File: src/rtl/time_of_day_counter_pkg.sv
// time_of_day_counter_pkg: BCD time types, field limits and helper functions shared by the time-of-day counter.
//   bcd2_t    : packed pair of BCD nibbles, [1] = tens, [0] = units
//   bcd_valid : both nibbles are decimal digits and the value does not exceed max
//   bcd_inc   : modulo-(max+1) BCD increment
package clock_pkg;

    typedef logic [1:0][3:0] bcd2_t;

    localparam bcd2_t SEC_MAX  = 8'h59;
    localparam bcd2_t MIN_MAX  = 8'h59;
    localparam bcd2_t HOUR_MAX = 8'h23;

    // With both nibbles decimal, raw unsigned ordering equals numeric ordering.
    function automatic logic bcd_valid(bcd2_t v, bcd2_t max);
        return v[1] <= 4'd9 && v[0] <= 4'd9 && v <= max;
    endfunction

    function automatic bcd2_t bcd_inc(bcd2_t v, bcd2_t max);
        return v == max ? bcd2_t'(8'h00) :
               v[0] == 4'd9 ? bcd2_t'({v[1] + 4'd1, 4'd0}) :
               bcd2_t'({v[1], v[0] + 4'd1});
    endfunction

endpackage

File: src/rtl/time_of_day_counter_if.sv
// time_of_day_counter_if: strobe, load, alarm and time/pulse signals of the time-of-day counter.
//   master : setting UI / divider side, drives strobes and load/alarm values, observes time and pulses
//   slave  : the counter itself
interface time_of_day_counter_if;
    import clock_pkg::*;

    logic  tick_in;
    logic  set_en;
    bcd2_t set_hh;
    bcd2_t set_mm;
    bcd2_t set_ss;
    logic  alarm_en;
    bcd2_t alarm_hh;
    bcd2_t alarm_mm;
    bcd2_t hh;
    bcd2_t mm;
    bcd2_t ss;
    logic  min_tick;
    logic  hour_tick;
    logic  day_tick;
    logic  alarm_hit;
    logic  set_err;

    modport master (
        output tick_in, set_en, set_hh, set_mm, set_ss, alarm_en, alarm_hh, alarm_mm,
        input  hh, mm, ss, min_tick, hour_tick, day_tick, alarm_hit, set_err
    );

    modport slave (
        input  tick_in, set_en, set_hh, set_mm, set_ss, alarm_en, alarm_hh, alarm_mm,
        output hh, mm, ss, min_tick, hour_tick, day_tick, alarm_hit, set_err
    );

endinterface

File: src/rtl/time_of_day_counter_bcd_mod_counter.sv
// bcd_mod_counter: two-digit BCD modulo counter with synchronous load.
//   clk_in, reset : clock, asynchronous active-high reset to RESET_VAL
//   inc           : advance by one, wrapping MAX -> 00
//   load/load_val : synchronous load, takes priority over inc
//   value         : registered count
//   wrap          : combinational carry-out, high when inc arrives at MAX
module bcd_mod_counter
    import clock_pkg::*;
#(
    parameter bcd2_t MAX       = SEC_MAX,
    parameter bcd2_t RESET_VAL = 8'h00
) (
    input  logic  clk_in,
    input  logic  reset,
    input  logic  inc,
    input  logic  load,
    input  bcd2_t load_val,
    output bcd2_t value,
    output logic  wrap
);

    assign wrap = inc && value == MAX;

    always_ff @(posedge clk_in or posedge reset)
        if (reset)
            value <= RESET_VAL;
        else if (load)
            value <= load_val;
        else if (inc)
            value <= bcd_inc(value, MAX);

endmodule

File: src/rtl/time_of_day_counter.sv
// time_of_day_counter: 24-hour BCD hh:mm:ss counter advanced by tick strobes, with validated load, rollover pulses and alarm match.
//   clk_in, reset : clock, asynchronous active-high reset to RESET_HH:RESET_MM:RESET_SS
//   bus           : slave side of time_of_day_counter_if (strobes, load, alarm, time and pulse outputs)
module time_of_day_counter
    import clock_pkg::*;
#(
    parameter bcd2_t RESET_HH = 8'h00,
    parameter bcd2_t RESET_MM = 8'h00,
    parameter bcd2_t RESET_SS = 8'h00
) (
    input logic                  clk_in,
    input logic                  reset,
    time_of_day_counter_if.slave bus
);

    logic  set_ok;
    logic  load;
    logic  adv;
    logic  ss_wrap;
    logic  mm_wrap;
    logic  hh_wrap;
    logic  alarm_match;
    bcd2_t next_mm;
    bcd2_t next_hh;

    assign set_ok = bcd_valid(bus.set_hh, HOUR_MAX) && bcd_valid(bus.set_mm, MIN_MAX) &&
                    bcd_valid(bus.set_ss, SEC_MAX);
    assign load   = bus.set_en && set_ok;
    // Any load request, accepted or rejected, swallows a coincident tick.
    assign adv    = bus.tick_in && !bus.set_en;

    bcd_mod_counter #(.MAX(SEC_MAX), .RESET_VAL(RESET_SS)) u_ss (
        .clk_in(clk_in), .reset(reset), .inc(adv), .load(load), .load_val(bus.set_ss),
        .value(bus.ss), .wrap(ss_wrap)
    );

    bcd_mod_counter #(.MAX(MIN_MAX), .RESET_VAL(RESET_MM)) u_mm (
        .clk_in(clk_in), .reset(reset), .inc(ss_wrap), .load(load), .load_val(bus.set_mm),
        .value(bus.mm), .wrap(mm_wrap)
    );

    bcd_mod_counter #(.MAX(HOUR_MAX), .RESET_VAL(RESET_HH)) u_hh (
        .clk_in(clk_in), .reset(reset), .inc(mm_wrap), .load(load), .load_val(bus.set_hh),
        .value(bus.hh), .wrap(hh_wrap)
    );

    // Seconds land on :00 only through ss_wrap, so the next minute is always the
    // incremented one there; the hour moves only when minutes wrap too.
    assign next_mm     = bcd_inc(bus.mm, MIN_MAX);
    assign next_hh     = mm_wrap ? bcd_inc(bus.hh, HOUR_MAX) : bus.hh;
    assign alarm_match = bus.alarm_en && ss_wrap && next_mm == bus.alarm_mm && next_hh == bus.alarm_hh;

    always_ff @(posedge clk_in or posedge reset)
        if (reset) begin
            bus.min_tick  <= 1'b0;
            bus.hour_tick <= 1'b0;
            bus.day_tick  <= 1'b0;
            bus.alarm_hit <= 1'b0;
            bus.set_err   <= 1'b0;
        end else begin
            bus.min_tick  <= ss_wrap;
            bus.hour_tick <= mm_wrap;
            bus.day_tick  <= hh_wrap;
            bus.alarm_hit <= alarm_match;
            bus.set_err   <= bus.set_en && !set_ok;
        end

endmodule

File: src/flat_wrapper.sv
// flat-port wrapper written by rule: the top's interface ports become plain ports
module time_of_day_counter_flat import clock_pkg::*;
#(
    parameter bcd2_t RESET_HH = 8'h00,
    parameter bcd2_t RESET_MM = 8'h00,
    parameter bcd2_t RESET_SS = 8'h00
)
  (clk_in, reset, bus_tick_in, bus_set_en, bus_set_hh, bus_set_mm, bus_set_ss, bus_alarm_en, bus_alarm_hh, bus_alarm_mm, bus_hh, bus_mm, bus_ss, bus_min_tick, bus_hour_tick, bus_day_tick, bus_alarm_hit, bus_set_err);
  time_of_day_counter_if bus_i ();
  input logic clk_in;
  input logic reset;
  input wire logic [$bits(bus_i.tick_in)-1:0] bus_tick_in;
  input wire logic [$bits(bus_i.set_en)-1:0] bus_set_en;
  input wire logic [$bits(bus_i.set_hh)-1:0] bus_set_hh;
  input wire logic [$bits(bus_i.set_mm)-1:0] bus_set_mm;
  input wire logic [$bits(bus_i.set_ss)-1:0] bus_set_ss;
  input wire logic [$bits(bus_i.alarm_en)-1:0] bus_alarm_en;
  input wire logic [$bits(bus_i.alarm_hh)-1:0] bus_alarm_hh;
  input wire logic [$bits(bus_i.alarm_mm)-1:0] bus_alarm_mm;
  output wire logic [$bits(bus_i.hh)-1:0] bus_hh;
  output wire logic [$bits(bus_i.mm)-1:0] bus_mm;
  output wire logic [$bits(bus_i.ss)-1:0] bus_ss;
  output wire logic [$bits(bus_i.min_tick)-1:0] bus_min_tick;
  output wire logic [$bits(bus_i.hour_tick)-1:0] bus_hour_tick;
  output wire logic [$bits(bus_i.day_tick)-1:0] bus_day_tick;
  output wire logic [$bits(bus_i.alarm_hit)-1:0] bus_alarm_hit;
  output wire logic [$bits(bus_i.set_err)-1:0] bus_set_err;
  assign bus_i.tick_in = bus_tick_in;
  assign bus_i.set_en = bus_set_en;
  assign bus_i.set_hh = bus_set_hh;
  assign bus_i.set_mm = bus_set_mm;
  assign bus_i.set_ss = bus_set_ss;
  assign bus_i.alarm_en = bus_alarm_en;
  assign bus_i.alarm_hh = bus_alarm_hh;
  assign bus_i.alarm_mm = bus_alarm_mm;
  assign bus_hh = bus_i.hh;
  assign bus_mm = bus_i.mm;
  assign bus_ss = bus_i.ss;
  assign bus_min_tick = bus_i.min_tick;
  assign bus_hour_tick = bus_i.hour_tick;
  assign bus_day_tick = bus_i.day_tick;
  assign bus_alarm_hit = bus_i.alarm_hit;
  assign bus_set_err = bus_i.set_err;
  time_of_day_counter #(.RESET_HH(RESET_HH), .RESET_MM(RESET_MM), .RESET_SS(RESET_SS)) u_core (.clk_in(clk_in), .reset(reset), .bus(bus_i));
endmodule
File: config.mk
export PLATFORM = sky130hd
export DESIGN_NAME = time_of_day_counter_flat
export DESIGN_NICKNAME = d
export VERILOG_FILES = /design/src/rtl/time_of_day_counter_pkg.sv /design/src/rtl/time_of_day_counter_if.sv /design/src/rtl/time_of_day_counter_bcd_mod_counter.sv /design/src/rtl/time_of_day_counter.sv /design/src/flat_wrapper.sv
export SDC_FILE = /design/constraint.sdc
export NUM_CORES = 1
export LEC_CHECK = 0
export CAP_MARGIN = 40
export CORE_ASPECT_RATIO = 0.8
export CORE_MARGIN = 1
export CORE_UTILIZATION = 46
export DETAILED_ROUTE_END_ITERATION = 8
export PLACE_DENSITY = 0.8
export SLEW_MARGIN = 0
export SYNTH_ARGS = -nofsm -noshare
export SYNTH_HDL_FRONTEND = slang
export SYNTH_SLANG_ARGS = --single-unit
File: constraint.sdc
create_clock -name clk_in -period 3.4 [get_ports clk_in]
set_clock_uncertainty 0.05 [all_clocks]
set_input_delay 1.02 -clock clk_in [delete_from_list [all_inputs] [get_ports clk_in]]
set_output_delay 1.02 -clock clk_in [all_outputs]
set_load 0.01 [all_outputs]
# Yosys cells after proc, flatten, opt, wreduce, memory -nomap -nowiden
# Cells that the tools add are included.
dict set report classes {
  magnitude_cmp 9
  addsub 6
  reduce_logical 23
  mux 12
  eq_ne 8
}
# operator n
set op_table {}
lappend op_table {{8-bit 2-to-1 mux} 12}
lappend op_table {{4-bit by 1-bit adder with 4-bit output, second input constant} 6}
lappend op_table {{4-bit <= comparator, second input constant} 6}
lappend op_table {{1-bit logical AND} 17}
lappend op_table {{8-bit by 7-bit == test with 1-bit output, second input constant} 2}
lappend op_table {{8-bit == test} 2}
lappend op_table {{8-bit by 7-bit <= comparator with 1-bit output, second input constant} 2}
lappend op_table {{4-bit == test, second input constant} 3}
lappend op_table {{8-bit by 6-bit == test with 1-bit output, second input constant} 1}
lappend op_table {{8-bit by 6-bit <= comparator with 1-bit output, second input constant} 1}
lappend op_table {{2-bit nonzero test} 2}
lappend op_table {{3-bit nonzero test} 1}
lappend op_table {{1-bit zero test} 2}
lappend op_table {{2-bit AND reduction} 1}
dict set report word_totals {
  register_bits 29
  out_inout_bits 29
  elab_cells 69
}

# Logic depth before layout (Yosys ltp)
dict set report depth {
  word_depth 8
  ltp_mapped 10
  depth_no_buf 9
}

# Cells and area by module
# A second synthesis with hierarchy kept.
dict set report unflattened {
  hier_cells 314
  hier_area_um2 2647.5
}
# module area_per_inst_um2 n_inst seq_area_each_um2 cells_per_inst
set by_module_without_submodules {}
lappend by_module_without_submodules {{bcd_mod_counter (u_core.u_mm ...)} 589.3 2 200.2 64}
lappend by_module_without_submodules {time_of_day_counter 935.9 1 125.1 126}
lappend by_module_without_submodules {{bcd_mod_counter (u_core.u_hh)} 533.0 1 200.2 60}

# Least setup slack after synthesis
# OpenSTA, ideal clock, no wires.
dict set report synth_timing {
  kind {in2reg}
  from {input port bus_set_en}
  to {register u_core.bus.alarm_hit}
  setup_slack_ps 253
  t_arrival_ps 3001
  cell_stages 7
  n_path_buf 0
  required_time_ps 3254
  cell_sequence {nand4b_1 nor4_4 mux2i_1 xor2_1 nand4_1 or4_1 nor4_2}
}
dict set report synth_via {
  elab_chain_cells 7
  elab_cells_between_ends 9
  classes_between {1 x eq/ne; 1 x mux; 7 x reduce/logical}
}
# item line_no
set synth_lines {}
lappend synth_lines {{start: declaration} flat_wrapper.sv:13} ;# input wire logic [$bits(bus_i.set_en)-1:0] bus_set_en;
lappend synth_lines {{1-bit zero test *} time_of_day_counter.sv:30} ;# assign adv = bus.tick_in && !bus.set_en;
lappend synth_lines {{1-bit logical AND *} time_of_day_counter.sv:30}
lappend synth_lines {{1-bit logical AND *} time_of_day_counter_bcd_mod_counter.sv:22} ;# assign wrap = inc && value == MAX;
lappend synth_lines {{1-bit logical AND} time_of_day_counter_bcd_mod_counter.sv:22}
lappend synth_lines {{8-bit 2-to-1 mux} time_of_day_counter.sv:50} ;# assign next_hh = mm_wrap ? bcd_inc(bus.hh, HOUR_MAX) : bus.hh;
lappend synth_lines {{8-bit == test} time_of_day_counter.sv:51} ;# assign alarm_match = bus.alarm_en && ss_wrap && next_mm == bus.alarm_mm && next_hh == bus.alarm_hh;
lappend synth_lines {{1-bit logical AND *} time_of_day_counter.sv:51}
lappend synth_lines {{net u_core.alarm_match} time_of_day_counter.sv:22} ;# logic alarm_match;
lappend synth_lines {{end signal: assignment} time_of_day_counter.sv:64} ;# bus.alarm_hit <= alarm_match;
lappend synth_lines {{end: declaration} time_of_day_counter_if.sv:31} ;# output hh, mm, ss, min_tick, hour_tick, day_tick, alarm_hit, set_err
# Mark *: on every way through the listed nets, which the timed path passes. The rest lies on a longest branch.
# A chain may end at the register's enable or synchronous reset.

# Final worst setup path
# Ends and elaborated chain as after synthesis.

==> results.py <==
metrics = {
    "outcome": {
        "status": "complete, no violations",
    },
    "final_layout": {
        "nFillCells": 373,
        "area_delta_synth_final_pct": 44.4,
        "design_area_mm2": 0.00321,
        "nets": 401,
        "drive_above_1_share_pct": 8.70,
        "regArea_um2": 726,
        "diodes": 0,
        "multi_input_area_mm2": 0.00143,
    },
    "timing": {
        "hold_viol": 0,
        "post-route-period-util_pct": 95.9,
        "setup_violations": 0,
        "slew_headroom_pct": 62.5,
        "worst_pin_slew_ns": 0.558,
        "grt_setup_unrepaired": "no",
        "period_needed_ns": 3.26,
        "fin_tns_setup_ns": 0,
        "maxSlewViolCount": 0,
        "max_freq_mhz": 307,
    },
    "routing": {
        "via_per_inst": 5.75,
        "dr.pass1.iters": 4,
        "route.detailed.drc": 0,
        "avgRoutedWirePerCell_um": 15.6,
        "drt-initial-drc-count": 188,
        "antenna_left": 0,
        "vias": 2327,
        "wl_mm": 6.30,
    },
    "floorplanning": {
        "dieWidth_um": 79.7,
        "num_rows": 22,
        "coreArea_mm2": 0.00462,
        "initial_core_util_pct": 48.0,
        "die_area_mm2": 0.00511,
        "ios": 74,
        "dieHeight_um": 64.1,
    },
    "setup_path": {
        "worstSetupStartpointType": "input pin",
        "path_max_fanout": 5,
        "required_ns": 3.55,
        "crit_arrival_ns": 3.41,
        "crit_type": "in2reg",
        "rrSetupSlack_ns": 0.47,
        "critPathCaptureType": "flip-flop",
    },
    "clock_network": {
        "h-tree-depth": 2,
        "clock_latency_ns": 0.29,
        "cts_tree": "done",
        "cts_hold_buf": 0,
        "cts_made_buffers": 5,
        "cts_root_buf": "clkbuf_8",
        "clk_path_buf_depth": 2,
        "cts.sink_count": 29,
        "clk_pin_slew_ns": 0.07,
    },
    "yosys": {
        "netlist_area_mm2": 0.00222,
        "synth_async_sr_flop_share_pct": 100,
        "yosysWarningCount": 0,
        "ys_seq_elements": 29,
        "synth_nets": 315,
        "synth_cells": 258,
        "ys_seq_area_share_pct": 32.7,
        "synthDistinctLibCells": 52,
        "synth-edff-count": 0,
        "syn_area_per_cell_um2": 8.60,
        "ys.flop_type": "dfrtp_1",
    },
    "place": {
        "hpwlAfterDp_mm": 4.75,
        "gp_congestion": 0.885,
        "placed_cell_area_mm2": 0.00309,
        "io_buffers": 73,
    },
    "global_route": {
        "grt_use_total_pct": 25.5,
        "grt_pass1_vias": 2101,
        "antenna_found_initial": 0,
        "grt_max_degree": 30,
        "grt_pass1_wl_mm": 9.97,
        "grt_remaining_overflow": 0,
    },
    "power_and_ir_drop": {
        "power_switching_mw": 0.335,
        "p_per_area_mw_per_mm2": 338,
        "intPower_mw": 0.749,
        "combPwrFrac_pct": 29.6,
        "seqPwrFrac_pct": 40.6,
        "swShare_pct": 30.9,
        "p_leak_nw": 1.37,
        "p_clk_share_pct": 29.8,
        "ir_drop_mv": 0.276,
    },
    "min_path": {
        "min_path_type": "reg2reg",
    },
    "job": {
        "max-cap-violations": 0,
    },
}
==> power groups by stage <==
stage	Sequential, mW	Clock (mW)	Combinational [mW]
final	0.440	0.323	0.321
after global routing	0.447	0.344	0.347
after CTS	0.438	0.324	0.318
after detailed placement	0.444	0	0.315
after global placement	0.443	0	0.312
after floorplan	0.447	0	0.139
==> repair_timing <==
| item | CTS | global route |
|---|---|---|
| buffers inserted | 0 | 1 |
| gates resized for setup | 0 | 2 |
| setup endpoints to repair | 0 | 1 |
==> cells in the final DEF (no fill, tap or decap), types with 2 or more instances in the layout <==
master / synthesis / layout
a21oi_1: 14 / 14
a22o_1: 2 / 2
xnor2_1: 5 / 5
nand3b_1: 4 / 4
o32a_1: 2 / 2
a21o_1: 2 / 2
nand2b_1: 4 / 4
nor2_1: 28 / 28
nor3b_1: 4 / 4
or4_1: 2 / 2
a221o_1: 3 / 3
o21bai_1: 2 / 2
o31ai_1: 3 / 3
and2_1: 4 / 4
mux2_2: 3 / 3
nand4_1: 3 / 3
o21ai_0: 15 / 14
dfrtp_1: 29 / 29
mux2i_1: 3 / 2
buf_4: 0 / 12
o21ai_1: 1 / 2
nor2b_1: 7 / 7
nor4_1: 2 / 2
nand2_1: 30 / 30
ha_1: 12 / 12
o211ai_1: 5 / 5
xor2_1: 9 / 9
inv_1: 8 / 8
nor4b_1: 2 / 2
clkdlybuf4s50_1: 0 / 73
and3_1: 3 / 3
nor3_1: 4 / 4
clkbuf_8: 0 / 7
o311ai_0: 2 / 2
a22oi_1: 3 / 3
nand3_1: 11 / 11
nand4b_1: 3 / 3
and3b_1: 3 / 3
or3_1: 2 / 2
==> metrics by stage <==
step / utilization, % / hold WS [ns] / power, mW / setup slack, ns / std cells
after global placement: 66.9 / 0.525 / 0.755 / -0.0829 / 396
final: 69.3 / 0.548 / 1.08 / 0.141 / 405
after global routing: 69.3 / 0.570 / 1.14 / 0.00305 / 405
after CTS: 69.1 / 0.552 / 1.08 / 0.138 / 404
after detailed placement: 66.9 / 0.534 / 0.759 / -0.157 / 396
after floorplan: - / 0.537 / 0.586 / 0.253 / 258
==> logic make-up (layout without fill, tap and decap cells) <==
group / count (synthesis) / count (layout) / share of synthesized area, %
AND/OR/NAND/NOR: 122 / 122 / 31.2
flip-flops: 29 / 29 / 32.7
multiplexers: 6 / 6 / 2.87
XOR/XNOR: 14 / 14 / 5.52
adder cells (fa/ha/maj): 12 / 12 / 6.76
AO/OA/AOI/OAI: 60 / 60 / 18.0
buffers and inverters: 15 / 102 / 2.93
==> routing by layer <==
| layer | track usage (%) | part of all wire [%] | vias up |
|---|---|---|---|
| met4 | 7.73 | 1.3 | 0 |
| met3 | 5.00 | 7.3 | 13 |
| met1 | 36.0 | 46 | 1104 |
| met2 | 39.1 | 46 | 102 |
| met5 | 0 | 0 | - |
| li1 | - | - | 1108 |
==> synthesized netlist by cell type, drive strengths merged (4+ instances only) <==
master	count	area share [%]
nor4	4	2.1
nand2	31	5.6
nor3	4	0.90
xor2	9	3.6
dfrtp	29	33
o21ai	16	3.6
o211ai	5	1.7
nor2	28	4.7
nand3b	5	2.3
nor3b	4	1.4
xnor2	5	2.0
nor2b	7	2.0
clkbuf	4	0.68
nand3	11	2.5
inv	8	1.4
nand2b	4	1.1
a21oi	14	3.2
and2	5	1.4
ha	12	6.8
==> cell type report <==
cell class	count	share of cell area, %
inverters	8	0.937
repair buffers	86	26.2
well taps	60	2.34
clock inverters	1	0.156
multi-input cells	214	44.7
clock buffers	7	3.01
flip-flops and latches	29	22.6
==> state kept, by name, summed over array words and instances, names as in the netlist <==
name                  flops
u_core.bus.alarm_hit      1
u_core.bus.hour_tick      1
u_core.bus.day_tick       1
u_core.bus.min_tick       1
u_core.bus.set_err        1
u_core.u_ss.value         8
u_core.u_hh.value         8
u_core.u_mm.value         8
==> path summary, 6_finish.rpt <==
path                                                       start                                to  cells past startpoint
worst max-delay path                                  bus_set_en    u_core.bus.alarm_hit$_DFF_PP0_                      9
worst min-delay path            u_core.u_ss.value[1]$_DFFE_PP0P_  u_core.u_ss.value[1]$_DFFE_PP0P_                      1
worst max register to register  u_core.u_mm.value[0]$_DFFE_PP0P_    u_core.bus.alarm_hit$_DFF_PP0_                      8
worst min register to register  u_core.u_ss.value[1]$_DFFE_PP0P_  u_core.u_ss.value[1]$_DFFE_PP0P_                      1
max in group asynchronous                                  reset  u_core.u_mm.value[5]$_DFFE_PP0P_                      3
min in group asynchronous                                  reset  u_core.u_ss.value[4]$_DFFE_PP0P_                      3
==> critical path: stages <==
cell             delay, ns
clkdlybuf4s50_1       0.44
buf_4                 0.17
nand2b_1              0.15
or3_1                 0.39
or4_1                 0.55
mux2i_2               0.24
xnor2_1               0.15
o21ai_1               0.10
nor4_2                0.20
Power figures use the tool's default switching activity.
==> edit 1: new RTL, same flow settings <==
Reset style: synchronous (`reset`), changed in 2 clocked blocks. Comments in the files are not updated.
--- a/src/rtl/time_of_day_counter_bcd_mod_counter.sv
+++ b/src/rtl/time_of_day_counter_bcd_mod_counter.sv
@@ -22,5 +22,5 @@
     assign wrap = inc && value == MAX;
 
-    always_ff @(posedge clk_in or posedge reset)
+    always_ff @(posedge clk_in)
         if (reset)
             value <= RESET_VAL;
--- a/src/rtl/time_of_day_counter.sv
+++ b/src/rtl/time_of_day_counter.sv
@@ -51,5 +51,5 @@
     assign alarm_match = bus.alarm_en && ss_wrap && next_mm == bus.alarm_mm && next_hh == bus.alarm_hh;
 
-    always_ff @(posedge clk_in or posedge reset)
+    always_ff @(posedge clk_in)
         if (reset) begin
             bus.min_tick  <= 1'b0;
Check against the original RTL: differs if reset is asserted again (counterexample within 4 cycles, from zero or initial values and one cycle with reset high); with reset held inactive, the same outputs for 10 cycles.
==> edit 1 against the unedited design <==
- routed wire length up 2.0%
- critical path type unchanged
- design area is 4.7% lower
- worst hold slack got worse by 86 ps
- critical path depth down 1
- sequential cell count did not move
- area after synthesis down 3.7%
- worst setup slack better by 180 ps
- first-iteration DRC count shrank 18%
Power is not compared: it rests on default switching activity, and its combinational part moved more than twofold at a synthesized area within 25%.
==> edit 1: results (changes against the unedited design) <==
yosys:
  synth_fp_nets: 329  # +4.4%
  yosysUniqueCellTypes: 53  # +1.9%
  syn_avg_cell_area_sq_um: 7.857  # -8.7%
  synthArstFlopShare_pct: 0  # -100 points
  synth_adder_area_share_pct: 7.026  # +0.26 points
  netlist_top_cells_count: "nor2_1, dfxtp_1, o21ai_0"
  synth_compound_area_share_pct: 23.83  # +5.8 points
  synth.area.mux_share_pct: 0.9368  # -1.9 points
  seq_area_frac_synth_pct: 27.17  # -5.5 points
  synth_area_leaders: "dfxtp_1, ha_1, nor2_1, o21ai_0, xnor2_1"
  synth_xor_area_share_pct: 6.148  # +0.62 points
sta:
  hold_ws_ps: 461.3  # -86.47 ps
  maxSlewHeadroom_pct: 64.56  # +2.1 points
global_routing:
  use_met2_pct: 42.98  # +3.9 points
  grt_max_degree: 29  # -3.3%
  grtUsageMet3_pct: 6.569  # +1.6 points
  grt_pass1_wl_um: 10720  # +7.5%
  grt_pass1_vias: 2252  # +7.2%
  gr-usage-all-layers_pct: 27.47  # +2.0 points
  antenna_found_initial: 0  # unchanged
  gr-usage-met1_pct: 36.39  # +0.36 points
drt:
  dr.pass1.iters: 5  # +1
  drtIter0Drc: 155  # -18%
  vias: 2440  # +4.9%
  wire_per_inst_um: 15.75  # +1.2%
placed_design:
  dp.cells: 400  # +1.0%
  port_buffers: 73  # unchanged
  gp_congestion: 0.9228  # +4.3%
  dp_hpwl_um: 4899  # +3.1%
min_path:
  worstHoldStart: "u_core.u_mm.value[1]$_SDFFE_PP0P_"
  holdPathStages: 2  # +1
  worstHoldEndpoint: "u_core.u_mm.value[1]$_SDFFE_PP0P_"
outcome:
  outcome: "complete, no violations"
setup_path:
  r2r_start: "u_core.u_mm.value[0]$_SDFFE_PP0P_"
  rr_worst_depth: 8  # unchanged
  rr_endpoint: "u_core.bus.alarm_hit$_SDFF_PP0_"
  r2r_setup_slack_ps: 690  # +220 ps
  slowest_delay_ps: 530  # -20 ps
  crit_arrival_ps: 3210  # -200 ps
  slowest_stage: "or4_4"
  worst-path-max-fanout: 7  # +2
final_layout:
  final_cells: 408  # +0.74%
  layout-drive-gt1-share_pct: 7.977  # -0.72 points
[edit 1: cell types whose count changed in the layout (fill, tap and decap cells not counted), sizes merged, moves of 5 or more]
cell / unedited run / this run
dfrtp: 29 / 0
dfxtp: 0 / 29
nor3: 4 / 15
nand2: 31 / 21
o21ai: 16 / 22
and2: 5 / 0
nor2: 28 / 33
[edit 1: metal layers]
layer | wire, um | share of wire [%]
met1 | 2877 | 45
met3 | 559 | 8.7
met2 | 2907 | 45
met5 | 0 | 0
met4 | 80 | 1.2
[edit 1: worst max path at each step]
stage                startpoint  slack (ps)                               to  cells after the start
floorplan            bus_set_en         670  u_core.bus.alarm_hit$_SDFF_PP0_                      7
global placement    bus_tick_in          80  u_core.bus.alarm_hit$_SDFF_PP0_                      8
detailed placement  bus_tick_in          20  u_core.bus.alarm_hit$_SDFF_PP0_                      8
CTS                 bus_tick_in         320  u_core.bus.alarm_hit$_SDFF_PP0_                      8
global route         bus_set_en          90  u_core.bus.alarm_hit$_SDFF_PP0_                      8
finish              bus_tick_in         320  u_core.bus.alarm_hit$_SDFF_PP0_                      8
[edit 1: cell type report]
| cell class | count | area (sq um) |
|---|---|---|
| Multi-Input combinational cell | 221 | 1448 |
| Sequential cell | 29 | 580.6 |
| Timing Repair Buffer | 82 | 798.3 |
| Clock inverter | 1 | 30.03 |
| Inverter | 11 | 41.29 |
| Tap cell | 57 | 71.32 |
| Fill cell | 360 | 1254 |
| Clock buffer | 7 | 86.33 |
[edit 1: metrics by stage]
| step | total power (uW) | setup WS (ps) |
|---|---|---|
| floorplan | 382.9 | 669.0 |
| global placement | 456.3 | 83.27 |
| detailed placement | 456.4 | 19.15 |
| CTS | 827.5 | 318.3 |
| global route | 859.0 | 86.62 |
| finish | 825.0 | 323.1 |
==> edit 2: new RTL, same flow settings <==
Without the edit above. `HOUR_MAX`: 8'h23 -> 8'h11.
--- a/src/rtl/time_of_day_counter_pkg.sv
+++ b/src/rtl/time_of_day_counter_pkg.sv
@@ -9,5 +9,5 @@
     localparam bcd2_t SEC_MAX  = 8'h59;
     localparam bcd2_t MIN_MAX  = 8'h59;
-    localparam bcd2_t HOUR_MAX = 8'h23;
+    localparam bcd2_t HOUR_MAX = 8'h11;
 
     // With both nibbles decimal, raw unsigned ordering equals numeric ordering.
Check against the original RTL: not equivalent (Yosys sat finds a counterexample within 4 cycles, from zero or initial values and one cycle with reset high).
==> edit 2 against the unedited design <==
- area after synthesis is 0.62% higher
- first-iteration DRC count decreased by 3.7%
- sequential power fell by 2%
- sequential cell count unchanged
- worst setup slack improved by 270 ps
- design area down 1.6%
- combinational power is 17% lower
- total power fell by 9.5%
- clock power shrank 12%
- synthesized cell count is 2.3% higher
- routed wire length down 0.84%
- critical path type unchanged
- largest cell class unchanged
==> edit 2: results (changes against the unedited design) <==
yosys:
  synth_compound_area_share_pct: 21.34  # +3.4 points
  netlist_top_cells_count: "dfrtp_1, nand2_1, nor2_1"
  synth.area.mux_share_pct: 1.849  # -1.0 points
  seq_area_frac_synth_pct: 32.49  # -0.20 points
  synth_xor_area_share_pct: 7.451  # +1.9 points
  synth_adder_area_share_pct: 6.723  # -0.042 points
  synth_fp_nets: 321  # +1.9%
  synth_area_leaders: "dfrtp_1, ha_1, xnor2_1, nand2_1, nor2_1"
drt:
  via_per_inst: 5.680  # -1.1%
  drtIter0Drc: 181  # -3.7%
  dr.pass1.iters: 5  # +1
  totalWireLength_um: 6248  # -0.84%
sta:
  maxSlewHeadroom_pct: 63.87  # +1.4 points
outcome:
  outcome: "complete, no violations"
min_path:
  worstHoldStart: "u_core.u_ss.value[7]$_DFFE_PP0P_"
  holdPathStages: 2  # +1
  worstHoldEndpoint: "u_core.u_ss.value[7]$_DFFE_PP0P_"
power:
  peakVddDrop_v: 0.0002098  # -24%
  p_sw_uw: 306.4  # -8.6%
  p_leak_uw: 0.001315  # -4.0%
setup_path:
  r2r_setup_slack_ps: 800  # +330 ps
  slowest_delay_ps: 450  # -100 ps
  worst-path-max-fanout: 8  # +3
  crit_arrival_ps: 3120  # -290 ps
  r2r_start: "u_core.u_hh.value[4]$_DFF_PP0_"
  rr_worst_depth: 7  # -1
  slowest_stage: "clkdlybuf4s50_1"
placed_design:
  dp_hpwl_um: 4968  # +4.5%
  gp_congestion: 0.9637  # +8.9%
  place_ws_ps: 126.3  # +283.7 ps
final_layout:
  nets: 402  # +0.25%
  reg_top3: "u_core.u_hh.value (8), u_core.u_mm.value (8), u_core.u_ss.value (8)"
  layout-drive-gt1-share_pct: 6.647  # -2.0 points
global_routing:
  grt_pass1_wl_um: 10250  # +2.8%
  gr-usage-all-layers_pct: 25.92  # +0.42 points
  grt_pass1_vias: 2094  # -0.33%
-- edit 2: cell types whose count changed after synthesis, sizes merged, moves of 4 or more --
cell | before | now
a221o | 3 | 7
inv | 8 | 16
nand2 | 31 | 27
nand3 | 11 | 5
nor3 | 4 | 9
o211ai | 5 | 0
xnor2 | 5 | 12
-- edit 2: stage by stage --
step	instances	util (%)	power, uW
floorplan	264	-	541.8
global placement	398	66.37	694.8
detailed placement	398	66.37	702.6
CTS	406	68.24	982.0
global route	406	68.24	1034
finish	406	68.24	980.6
-- edit 2: metal layers --
metal	track usage [%]	up-vias	wire length (um)
li1	-	1132	-
met2	38.57	108	2679
met1	38.71	1056	3017
met4	6.027	0	57
met3	4.429	10	492
met5	0	-	0
-- edit 2: worst max-delay path by stage --
stage	start	end	slack (ps)	cells after the start
after CTS	bus_set_en	u_core.bus.alarm_hit$_DFF_PP0_	430	8
after floorplan	bus_set_hh[6]	u_core.u_hh.value[0]$_DFF_PP0_	810	6
after global placement	bus_set_en	u_core.bus.alarm_hit$_DFF_PP0_	230	8
after global routing	bus_set_en	u_core.bus.alarm_hit$_DFF_PP0_	260	8
after detailed placement	bus_set_en	u_core.bus.alarm_hit$_DFF_PP0_	130	8
final	bus_set_en	u_core.bus.alarm_hit$_DFF_PP0_	410	8
-- edit 2: power by group through the flow --
stage               Clock [uW]  Sequential (uW)  Combinational [uW]
finish                     284              429                 268
global route               301              436                 297
CTS                        285              428                 269
detailed placement           0              434                 268
global placement             0              432                 262
floorplan                    0              436                 106
-- edit 2: cell families after synthesis --
family / Yosys count
xor gates and xnor gates: 19
muxes: 4
and+or+nand+nor: 111
DFF: 29
adders and majority gates: 12
buffers and inverters: 21
AOI/OAI and AO/OA: 68
-- edit 2: cell type report --
class	count	area [sq um]
well taps	60	75.07
multi-input cells	214	1433
clock inverters	3	17.52
fillers	405	1469
repair buffers	79	775.7
clock buffers	5	68.82
inverters	16	60.06
flip-flops and latches	29	725.7
-- edit 2: worst max-delay path: cells and delay by family --
| family | cells | cell delay [ps] |
|---|---|---|
| and+or+nand+nor | 4 | 870 |
| xor gates and xnor gates | 1 | 180 |
| buffers and inverters | 2 | 630 |
| AOI/OAI and AO/OA | 1 | 420 |
